$ cat src/rtl/mhd_err_monitor_if.sv
// Stream/control bundle between the MHD miter side and the error-rate monitor.
// The master drives the run request and verdict stream; the slave reports results.
interface mhd_err_monitor_if #(
  parameter int CNT_W = 16
);
  logic             start;
  logic [CNT_W-1:0] num_samples;
  logic [CNT_W-1:0] max_err;
  logic             early_stop;
  logic             in_valid;
  logic             f;
  logic             in_ready;
  logic             busy;
  logic             done;
  logic             pass;
  logic [CNT_W-1:0] sample_cnt;
  logic [CNT_W-1:0] err_cnt;
  logic             first_err_vld;
  logic [CNT_W-1:0] first_err_idx;

  modport master (
    output start, num_samples, max_err, early_stop, in_valid, f,
    input  in_ready, busy, done, pass, sample_cnt, err_cnt, first_err_vld, first_err_idx
  );

  modport slave (
    input  start, num_samples, max_err, early_stop, in_valid, f,
    output in_ready, busy, done, pass, sample_cnt, err_cnt, first_err_vld, first_err_idx
  );
endinterface

$ cat src/rtl/mhd_err_monitor.sv
// Counts miter violations over a programmed sample budget and reports a verdict.
// state | meaning
// IDLE  | after reset, waiting for start
// RUN   | accepting verdicts, in_ready high
// DONE  | results held until the next start
module mhd_err_monitor #(
  parameter int CNT_W = 16
) (
  input  logic             clk,
  input  logic             rst_n,
  mhd_err_monitor_if.slave bus
);

  typedef enum logic [1:0] {
    S_IDLE = 2'd0,
    S_RUN  = 2'd1,
    S_DONE = 2'd2
  } state_t;

  localparam logic [CNT_W-1:0] ONE = {{(CNT_W-1){1'b0}}, 1'b1};

  state_t           r_state;
  state_t           w_state_nxt;
  logic [CNT_W-1:0] r_n;
  logic [CNT_W-1:0] r_e;
  logic             r_es;
  logic [CNT_W-1:0] r_sample_cnt;
  logic [CNT_W-1:0] r_err_cnt;
  logic             r_first_vld;
  logic [CNT_W-1:0] r_first_idx;
  logic             r_pass;

  logic             w_accept_start;
  logic             w_xfer;
  logic [CNT_W-1:0] w_smp_nxt;
  logic [CNT_W-1:0] w_err_nxt;
  logic [CNT_W:0]   w_e_p1;
  logic             w_hit_n;
  logic             w_hit_e;
  logic             w_finish;

  assign w_accept_start = bus.start & (r_state != S_RUN);
  assign w_xfer         = (r_state == S_RUN) & bus.in_valid;
  assign w_smp_nxt      = r_sample_cnt + ONE;
  assign w_err_nxt      = (bus.f && !(&r_err_cnt)) ? r_err_cnt + ONE : r_err_cnt;
  // One extra bit so E = all-ones can never be reached by the saturating counter.
  assign w_e_p1         = {1'b0, r_e} + {{CNT_W{1'b0}}, 1'b1};
  assign w_hit_n        = (w_smp_nxt == r_n);
  assign w_hit_e        = r_es & bus.f & ({1'b0, w_err_nxt} == w_e_p1);
  assign w_finish       = w_xfer & (w_hit_n | w_hit_e);

  always_ff @(posedge clk or negedge rst_n) begin
    if (!rst_n) r_state <= S_IDLE;
    else        r_state <= w_state_nxt;
  end

  always_comb begin
    w_state_nxt = r_state;
    case (r_state)
      S_RUN: begin
        if (w_finish) w_state_nxt = S_DONE;
      end
      S_IDLE, S_DONE: begin
        if (bus.start) w_state_nxt = (bus.num_samples == '0) ? S_DONE : S_RUN;
      end
      default: w_state_nxt = S_IDLE;
    endcase
  end

  always_comb begin
    bus.in_ready = (r_state == S_RUN);
    bus.busy     = (r_state == S_RUN);
    bus.done     = (r_state == S_DONE);
  end

  always_ff @(posedge clk or negedge rst_n) begin
    if (!rst_n) begin
      r_n          <= '0;
      r_e          <= '0;
      r_es         <= 1'b0;
      r_sample_cnt <= '0;
      r_err_cnt    <= '0;
      r_first_vld  <= 1'b0;
      r_first_idx  <= '0;
      r_pass       <= 1'b0;
    end else if (w_accept_start) begin
      r_n          <= bus.num_samples;
      r_e          <= bus.max_err;
      r_es         <= bus.early_stop;
      r_sample_cnt <= '0;
      r_err_cnt    <= '0;
      r_first_vld  <= 1'b0;
      r_first_idx  <= '0;
      r_pass       <= (bus.num_samples == '0);
    end else if (w_xfer) begin
      r_sample_cnt <= w_smp_nxt;
      r_err_cnt    <= w_err_nxt;
      if (bus.f && !r_first_vld) begin
        r_first_vld <= 1'b1;
        r_first_idx <= r_sample_cnt;
      end
      if (w_finish) r_pass <= (w_err_nxt <= r_e);
    end
  end

  assign bus.pass          = r_pass;
  assign bus.sample_cnt    = r_sample_cnt;
  assign bus.err_cnt       = r_err_cnt;
  assign bus.first_err_vld = r_first_vld;
  assign bus.first_err_idx = r_first_idx;

endmodule
$ cat src/flat_wrapper.sv
// flat-port wrapper written by rule: the top's interface ports become plain ports
module mhd_err_monitor_flat 
#(
  parameter int CNT_W = 16
)
  (clk, rst_n, bus_start, bus_num_samples, bus_max_err, bus_early_stop, bus_in_valid, bus_f, bus_in_ready, bus_busy, bus_done, bus_pass, bus_sample_cnt, bus_err_cnt, bus_first_err_vld, bus_first_err_idx);
  mhd_err_monitor_if #(.CNT_W(CNT_W)) bus_i ();
  input  logic clk;
  input  logic rst_n;
  input wire logic [$bits(bus_i.start)-1:0] bus_start;
  input wire logic [$bits(bus_i.num_samples)-1:0] bus_num_samples;
  input wire logic [$bits(bus_i.max_err)-1:0] bus_max_err;
  input wire logic [$bits(bus_i.early_stop)-1:0] bus_early_stop;
  input wire logic [$bits(bus_i.in_valid)-1:0] bus_in_valid;
  input wire logic [$bits(bus_i.f)-1:0] bus_f;
  output wire logic [$bits(bus_i.in_ready)-1:0] bus_in_ready;
  output wire logic [$bits(bus_i.busy)-1:0] bus_busy;
  output wire logic [$bits(bus_i.done)-1:0] bus_done;
  output wire logic [$bits(bus_i.pass)-1:0] bus_pass;
  output wire logic [$bits(bus_i.sample_cnt)-1:0] bus_sample_cnt;
  output wire logic [$bits(bus_i.err_cnt)-1:0] bus_err_cnt;
  output wire logic [$bits(bus_i.first_err_vld)-1:0] bus_first_err_vld;
  output wire logic [$bits(bus_i.first_err_idx)-1:0] bus_first_err_idx;
  assign bus_i.start = bus_start;
  assign bus_i.num_samples = bus_num_samples;
  assign bus_i.max_err = bus_max_err;
  assign bus_i.early_stop = bus_early_stop;
  assign bus_i.in_valid = bus_in_valid;
  assign bus_i.f = bus_f;
  assign bus_in_ready = bus_i.in_ready;
  assign bus_busy = bus_i.busy;
  assign bus_done = bus_i.done;
  assign bus_pass = bus_i.pass;
  assign bus_sample_cnt = bus_i.sample_cnt;
  assign bus_err_cnt = bus_i.err_cnt;
  assign bus_first_err_vld = bus_i.first_err_vld;
  assign bus_first_err_idx = bus_i.first_err_idx;
  mhd_err_monitor #(.CNT_W(CNT_W)) u_core (.clk(clk), .rst_n(rst_n), .bus(bus_i));
endmodule
$ cat config.mk
export PLATFORM = sky130hd
export DESIGN_NAME = mhd_err_monitor_flat
export DESIGN_NICKNAME = d
export VERILOG_FILES = /design/src/rtl/mhd_err_monitor_if.sv /design/src/rtl/mhd_err_monitor.sv /design/src/flat_wrapper.sv
export SDC_FILE = /design/constraint.sdc
export NUM_CORES = 1
export LEC_CHECK = 0
export CAP_MARGIN = 20
export CORE_UTILIZATION = 54
export CTS_CLUSTER_SIZE = 30
export DETAILED_ROUTE_END_ITERATION = 10
export HOLD_SLACK_MARGIN = 0.06
export PLACE_DENSITY = 0.8
export SLEW_MARGIN = 25
export SYNTH_ARGS = -nofsm -noshare
export SYNTH_HDL_FRONTEND = slang
export SYNTH_SLANG_ARGS = --single-unit
$ cat constraint.sdc
create_clock -name clk -period 4 [get_ports clk]
set_input_delay 1 -clock clk [delete_from_list [all_inputs] [get_ports clk]]
set_output_delay 1 -clock clk [all_outputs]
set_load 0.02 [all_outputs]
After elaboration in Yosys (flattened, before gate mapping). Index checks and enable logic that the tools add are counted. Widths: inputs -> output; s select.

Flip-flop bits (word level): 85. Input bits: 38. Logic and storage cells: 58. Output and inout bits: 53.

Bitwise logic cells: 6. Order comparisons: 1. Eq/ne operators: 7. $add $sub $neg: 3. Muxes and demuxes: 18. Reductions and logical operators: 14.

Operators by type and width (number): $mux 16 (8); $add 16x1->16 const B (2); $add 16x1->17 const B (1); $eq 16x17->1 (1); $eq 16x16->1 (1); $le 16x16->1 (1); $logic_not 16->1 (1); $reduce_and 16->1 (1); $mux 1 (6); $mux 2 (3); $reduce_and 2->1 (3); $reduce_bool 2->1 (3); $and 1x1->1 (5); $ne 2x1->1 const B (2); $pmux 2 s2 (1); $eq 2x1->1 const B (1); $eq 2x2->1 const B (1); $logic_and 1x1->1 (2); $logic_not 1->1 (2); $logic_not 2->1 (1); $ne 2x2->1 const B (1); $reduce_or 2->1 (1); $or 1x1->1 (1).

Logic depth before layout (Yosys ltp).
Word-level depth: 11. Gate-level depth with buffers: 15. Mapped depth without buffers: 14.

Worst setup path before layout. Ideal clock, no wire load.

Path type: input port to flip-flop. Start point: input bus_f. End point: register u_core.r_pass (netlist: u_core.bus.pass). Path slack: 0.278 ns. Library setup time: 0.125 ns. Stages on the path: 14. Path buffers: 1. Arrival: 3.597 ns. Required time: 3.875 ns. Path through: buf_2 > and4_1 > nand2_1 > or4_1 > xnor2_1 > ha_1 > and3_1 > and3_1 > nand2_1 > a31oi_1 > o221ai_1 > nor3_1 > a31oi_1 > nor3b_2.

Longest elaborated chain between the ends: 8. Elaborated cells between the ends (all ways): 13. Classes of those cells: order compare (1); eq/ne (1); mux (4); bitwise (4); reduce/logical (3).

Ends and longest elaborated chain: start, declared (RTL line flat_wrapper.sv:15) `input wire logic [$bits(bus_i.f)-1:0] bus_f;`; branches (longest 8 deep; another with $le 16x16->1); end signal, assigned (RTL line mhd_err_monitor.sv:94) `r_pass <= (bus.num_samples == '0);`; end signal, assigned (RTL line mhd_err_monitor.sv:102) `if (w_finish) r_pass <= (w_err_nxt <= r_e);`; end, declared (RTL line mhd_err_monitor.sv:31) `logic r_pass;`.

Several ways; the timed one is not identified. The select of a mux whose other input is x is not followed. A chain may end at the register's enable or synchronous reset.

Worst setup path in the final report.
Start point: register u_core.r_err_cnt[1] (netlist: u_core.bus.err_cnt[1]). End point: register u_core.r_state[0].

Longest elaborated chain between the ends: 10. Elaborated cells between the ends (all ways): 11. Classes of those cells: add/sub (1); eq/ne (2); mux (1); bitwise (3); reduce/logical (4).

Ends and longest elaborated chain: start, declared (RTL line mhd_err_monitor.sv:28) `logic [CNT_W-1:0] r_err_cnt;`; start signal, assigned (RTL line mhd_err_monitor.sv:97) `r_err_cnt <= w_err_nxt;`; branches (longest 3 deep; another with $add 16x1->16); $mux 16 * (RTL line mhd_err_monitor.sv:45) `assign w_err_nxt = (bus.f && !(&r_err_cnt)) ? r_err_cnt + ONE : r_err_cnt;`; $eq 16x17->1 * (RTL line mhd_err_monitor.sv:49) `assign w_hit_e = r_es & bus.f & ({1'b0, w_err_nxt} == w_e_p1);`; $and 1x1->1 * (RTL line mhd_err_monitor.sv:49); $or 1x1->1 * (RTL line mhd_err_monitor.sv:50) `assign w_finish = w_xfer & (w_hit_n | w_hit_e);`; $and 1x1->1 * (RTL line mhd_err_monitor.sv:50); $ne 2x1->1 (no source line) *; $reduce_and 2->1 (no source line) *; end signal, assigned (RTL line mhd_err_monitor.sv:54) `else r_state <= w_state_nxt;`; end, declared (RTL line mhd_err_monitor.sv:22) `state_t r_state;`.

Mark *: on every way between the ends.

==> impl_table.tex <==
\begin{tabular}{lr}
\hline
Metric & Value \\
\hline
\multicolumn{2}{l}{\textbf{Clock network}} \\
Number of post-CTS setup repair buffers & 0 \\
H-Tree Level Count & 3 \\
Clock tree sinks & 85 \\
Clk Tree Root Cell & clkbuf\_8 \\
Resize count post-CTS & 0 \\
Maximum root-to-sink buffer count & 2 \\
TritonCTS buffer count & 9 \\
Post-cts hold buffer count & 0 \\
Clk\_lat worst skew & 370 ps \\
Clock slew seen by the registers of the worst setup and hold paths & 90 ps \\
Clock tree from TritonCTS & done \\
\multicolumn{2}{l}{\textbf{Timing}} \\
Share of the clock period used by the worst path after layout & 0.922 \\
Min Tclk post-route & 3690 ps \\
Fmax & 271 MHz \\
Number of failing setup endpoints in the final timing report & 0 \\
Tightest Pin Transition & about 1000 ps \\
RSZ-0062 raised after global routing & false \\
Final max-slew violation count & 0 \\
Final hold vios & 0 \\
Headroom to the max-slew limit & 0.333 \\
Setup Skew & 12.8 ps \\
\multicolumn{2}{l}{\textbf{Synthesis}} \\
Post-synth ARST share & 1.00 \\
YS warnings & 0 \\
Most instantiated flip-flop cell in the synthesis netlist & dfrtp\_1 \\
FF+latch count, synth & 85 \\
Ranking of synthesized cells by area & dfrtp\_1 38\%, nand2\_1 9.9\%, o21ai\_0 6.6\% \\
Synthesized netlist net count & 720 \\
Library cell occupying the most area in the post-synthesis netlist & dfrtp\_1 \\
Cell Area, Synth & 5540 µm² \\
Count of cell types in the netlist & 60 \\
Share of the synthesized area in the top cell type & 0.384 \\
Cell count after synthesis & $\sim$660 \\
Mean instance size in the synthesized netlist & 8.35 µm² \\
Part of the Yosys area used for sequential elements & 0.384 \\
Number of flops mapped to enable cells by yosys & 0 \\
\multicolumn{2}{l}{\textbf{Place}} \\
Buffers on Ports & 90 \\
Gpl congestion & slightly above 0.9 \\
Number of placed cells counting well taps & $\sim$880 \\
Half-perimeter wire length after placement & 12.4 mm \\
\multicolumn{2}{l}{\textbf{Global route}} \\
Vias in the first global route & 5,178 \\
Global routing usage on met2 & 0.534 \\
Maximum number of pins on one net before global-route repair & 67 \\
First-pass GRT wire length & 26.4 mm \\
Busiest grt layer & met2 \\
Fraction of met3 tracks used by global routing & 0.0403 \\
Leftover overflow at the end of global routing & 0 \\
Met1 track demand over resource in global routing & 0.449 \\
Antenna violations before repair & 0 \\
Global Route Usage Sum & 0.333 \\
\multicolumn{2}{l}{\textbf{Critical path}} \\
Largest delay share family, worst path & simple AND/OR/NAND/NOR gates \\
Max FO, Critical Path & 9 \\
Worst path buffer plus inverter count & 0 \\
Launching element type of the critical path & flip-flop \\
Stage delay of the slowest cell on the critical path & 700 ps \\
Data arrival time of the critical path & 3950 ps \\
Crit-path slowest cell & or4\_4 \\
Worst Path Class, Setup & reg -> reg \\
Endpoint type of the worst setup path & flip-flop \\
CP required & approximately 4300 ps \\
Critical-path cell list & ha\_1, nand3\_1, or4\_4, nand2\_1, xor2\_1, ha\_1, nand4b\_1, a31oi\_1, nand3\_1, nor4\_1, a31oi\_1, a21o\_1 \\
\multicolumn{2}{l}{\textbf{Cells and area}} \\
Most frequent cells in the layout & 146 x nand2\_1, 88 x clkdlybuf4s50\_1, 85 x dfrtp\_1, 73 x o21ai\_0 \\
Ant. Diodes & 0 \\
Layout fillers & 831 \\
Area grow syn2layout & 24.8\% \\
Number of cells in the finished layout apart from fillers & 899 \\
Layout Nets & 819 \\
Utilization of the core after routing & 0.700 \\
Leading cell type in the layout, fill and taps excluded & nand2\_1 \\
Proportion of layout cells with a drive suffix above 1 & 0.0875 \\
\multicolumn{2}{l}{\textbf{Detailed routing}} \\
Number of nets with antenna violations after routing & 0 \\
Number of design rule violations left after detail routing & 0 \\
Number of vias per cell after detailed routing & roughly 5.9 \\
Final wirelength & about 17 mm \\
WL/cell & 18.5 µm \\
Number of DRC violations after detailed-routing iteration 0 & 304 \\
Total vias in the final route & 5,347 \\
First drt pass iteration count & 7 \\
\multicolumn{2}{l}{\textbf{Floorplanning}} \\
Cell Rows & 36 \\
Die area & 10,700 µm² \\
Initial core utilization & 0.561 \\
DIE HEIGHT & 103 µm \\
Area of the core & 9860 µm² \\
I/O pin total & 91 \\
Overall die width & 103 µm \\
\multicolumn{2}{l}{\textbf{Job}} \\
Maxcap violations & 0 \\
\multicolumn{2}{l}{\textbf{Power}} \\
Total power per unit cell area & approximately 530 nW/µm² \\
P\_leak & 3.04 nW \\
Peak VDD IR & approximately 460 µV \\
\multicolumn{2}{l}{\textbf{Run status}} \\
Result of the run & complete, no violations \\
\multicolumn{2}{l}{\textbf{Worst hold path}} \\
Worst hold-check path type & reg -> reg \\
\hline
\end{tabular}
-- worst min-delay path: cells and delay by family (launching register included) --
family	cells	cell delay [ps]
flops	1	360
simple gates	2	120
-- layer usage --
layer,vias up,wire length (µm)
met5,-,0
met4,0,511
met3,34,873
met2,214,7860
met1,2584,7370
li1,2515,-
-- logic make-up (layout without fill, tap and decap cells) --
family / after synthesis / count (layout) / synth area share
simple gates: 297 / 297 / 0.266
compound gates: 132 / 132 / 0.147
flops: 85 / 85 / 0.384
buf+inv: 65 / 168 / 0.0472
xor+xnor: 63 / 63 / 0.108
fa+ha+maj: 19 / 19 / 0.0429
mux: 2 / 2 / 0.00362
-- where the power goes --
group | total, mW | internal [mW] | switching [mW]
Clock | 0.577 | 0.243 | 0.334
Combinational | 1.73 | 0.744 | 0.982
Sequential | 1.35 | 1.08 | 0.264
Total | 3.65 | 2.07 | 1.58
-- stage by stage --
| step | setup TNS, ps | hold WS, ps | setup WS (ps) | total power, mW | cell area [µm²] |
|---|---|---|---|---|---|
| after floorplan | 0 | 446 | 278 | 2.47 | 5540 |
| after global placement | -171 | 480 | -171 | 3.02 | 6730 |
| after detailed placement | -293 | 483 | -293 | 3.07 | 6730 |
| after CTS | 0 | 504 | 86.4 | 3.64 | 6900 |
| after global routing | 0 | 531 | 79.9 | 3.90 | 6910 |
| final | 0 | 502 | 314 | 3.65 | 6910 |
-- path summary, 6_finish.rpt --
check / start / to / slack [ps] / depth (start not counted)
min in group asynchronous: rst_n / u_core.bus.err_cnt[9]$_DFFE_PN0P_ / 730 / 1
max: u_core.bus.err_cnt[1]$_DFFE_PN0P_ / u_core.r_state[0]$_DFFE_PN0P_ / 310 / 12
max reg2reg: u_core.bus.err_cnt[1]$_DFFE_PN0P_ / u_core.r_state[0]$_DFFE_PN0P_ / 310 / 12
min: u_core.r_n[12]$_DFFE_PN0P_ / u_core.r_n[12]$_DFFE_PN0P_ / 500 / 2
min reg2reg: u_core.r_n[12]$_DFFE_PN0P_ / u_core.r_n[12]$_DFFE_PN0P_ / 500 / 2
max in group asynchronous: rst_n / u_core.bus.err_cnt[15]$_DFFE_PN0P_ / 2550 / 2
-- Yosys cell counts, drive strengths merged (3+ instances only) --
master and number:
or4 5, nor3 13, a31oi 10, a21oi 10, a22o 5, and4 10
o2111ai 4, xnor3 3, and3 8, nor2 32, nor4 15, and2 5
nand2b 4, or3 3, o21ai 73, xnor2 40, inv 25, xor2 20
nand2 147, clkbuf 33, o31ai 4, dfrtp 85, buf 7, o41ai 3
a21o 6, o221ai 3, ha 19, nor2b 6, nand3 20, nand4 20
-- sequential cells by signal (all words and copies together) (netlist names) --
register                  flops
u_core.bus.err_cnt           16
u_core.bus.first_err_idx     16
u_core.bus.first_err_vld      1
u_core.bus.pass               1
u_core.bus.sample_cnt        16
u_core.r_e                   16
u_core.r_es                   1
u_core.r_n                   16
u_core.r_state                2
-- layout make-up --
class,instances,area [µm²],share of cell area
Sequential cell,85,2130,0.308
Tap cell,133,166,0.0241
Multi-Input combinational cell,513,3160,0.458
Timing Repair Buffer,128,1190,0.172
Inverter,25,93.8,0.0136
Clock buffer,11,141,0.0205
Clock inverter,4,32.5,0.00471
Note: power is estimated with default switching activity, not from simulation.
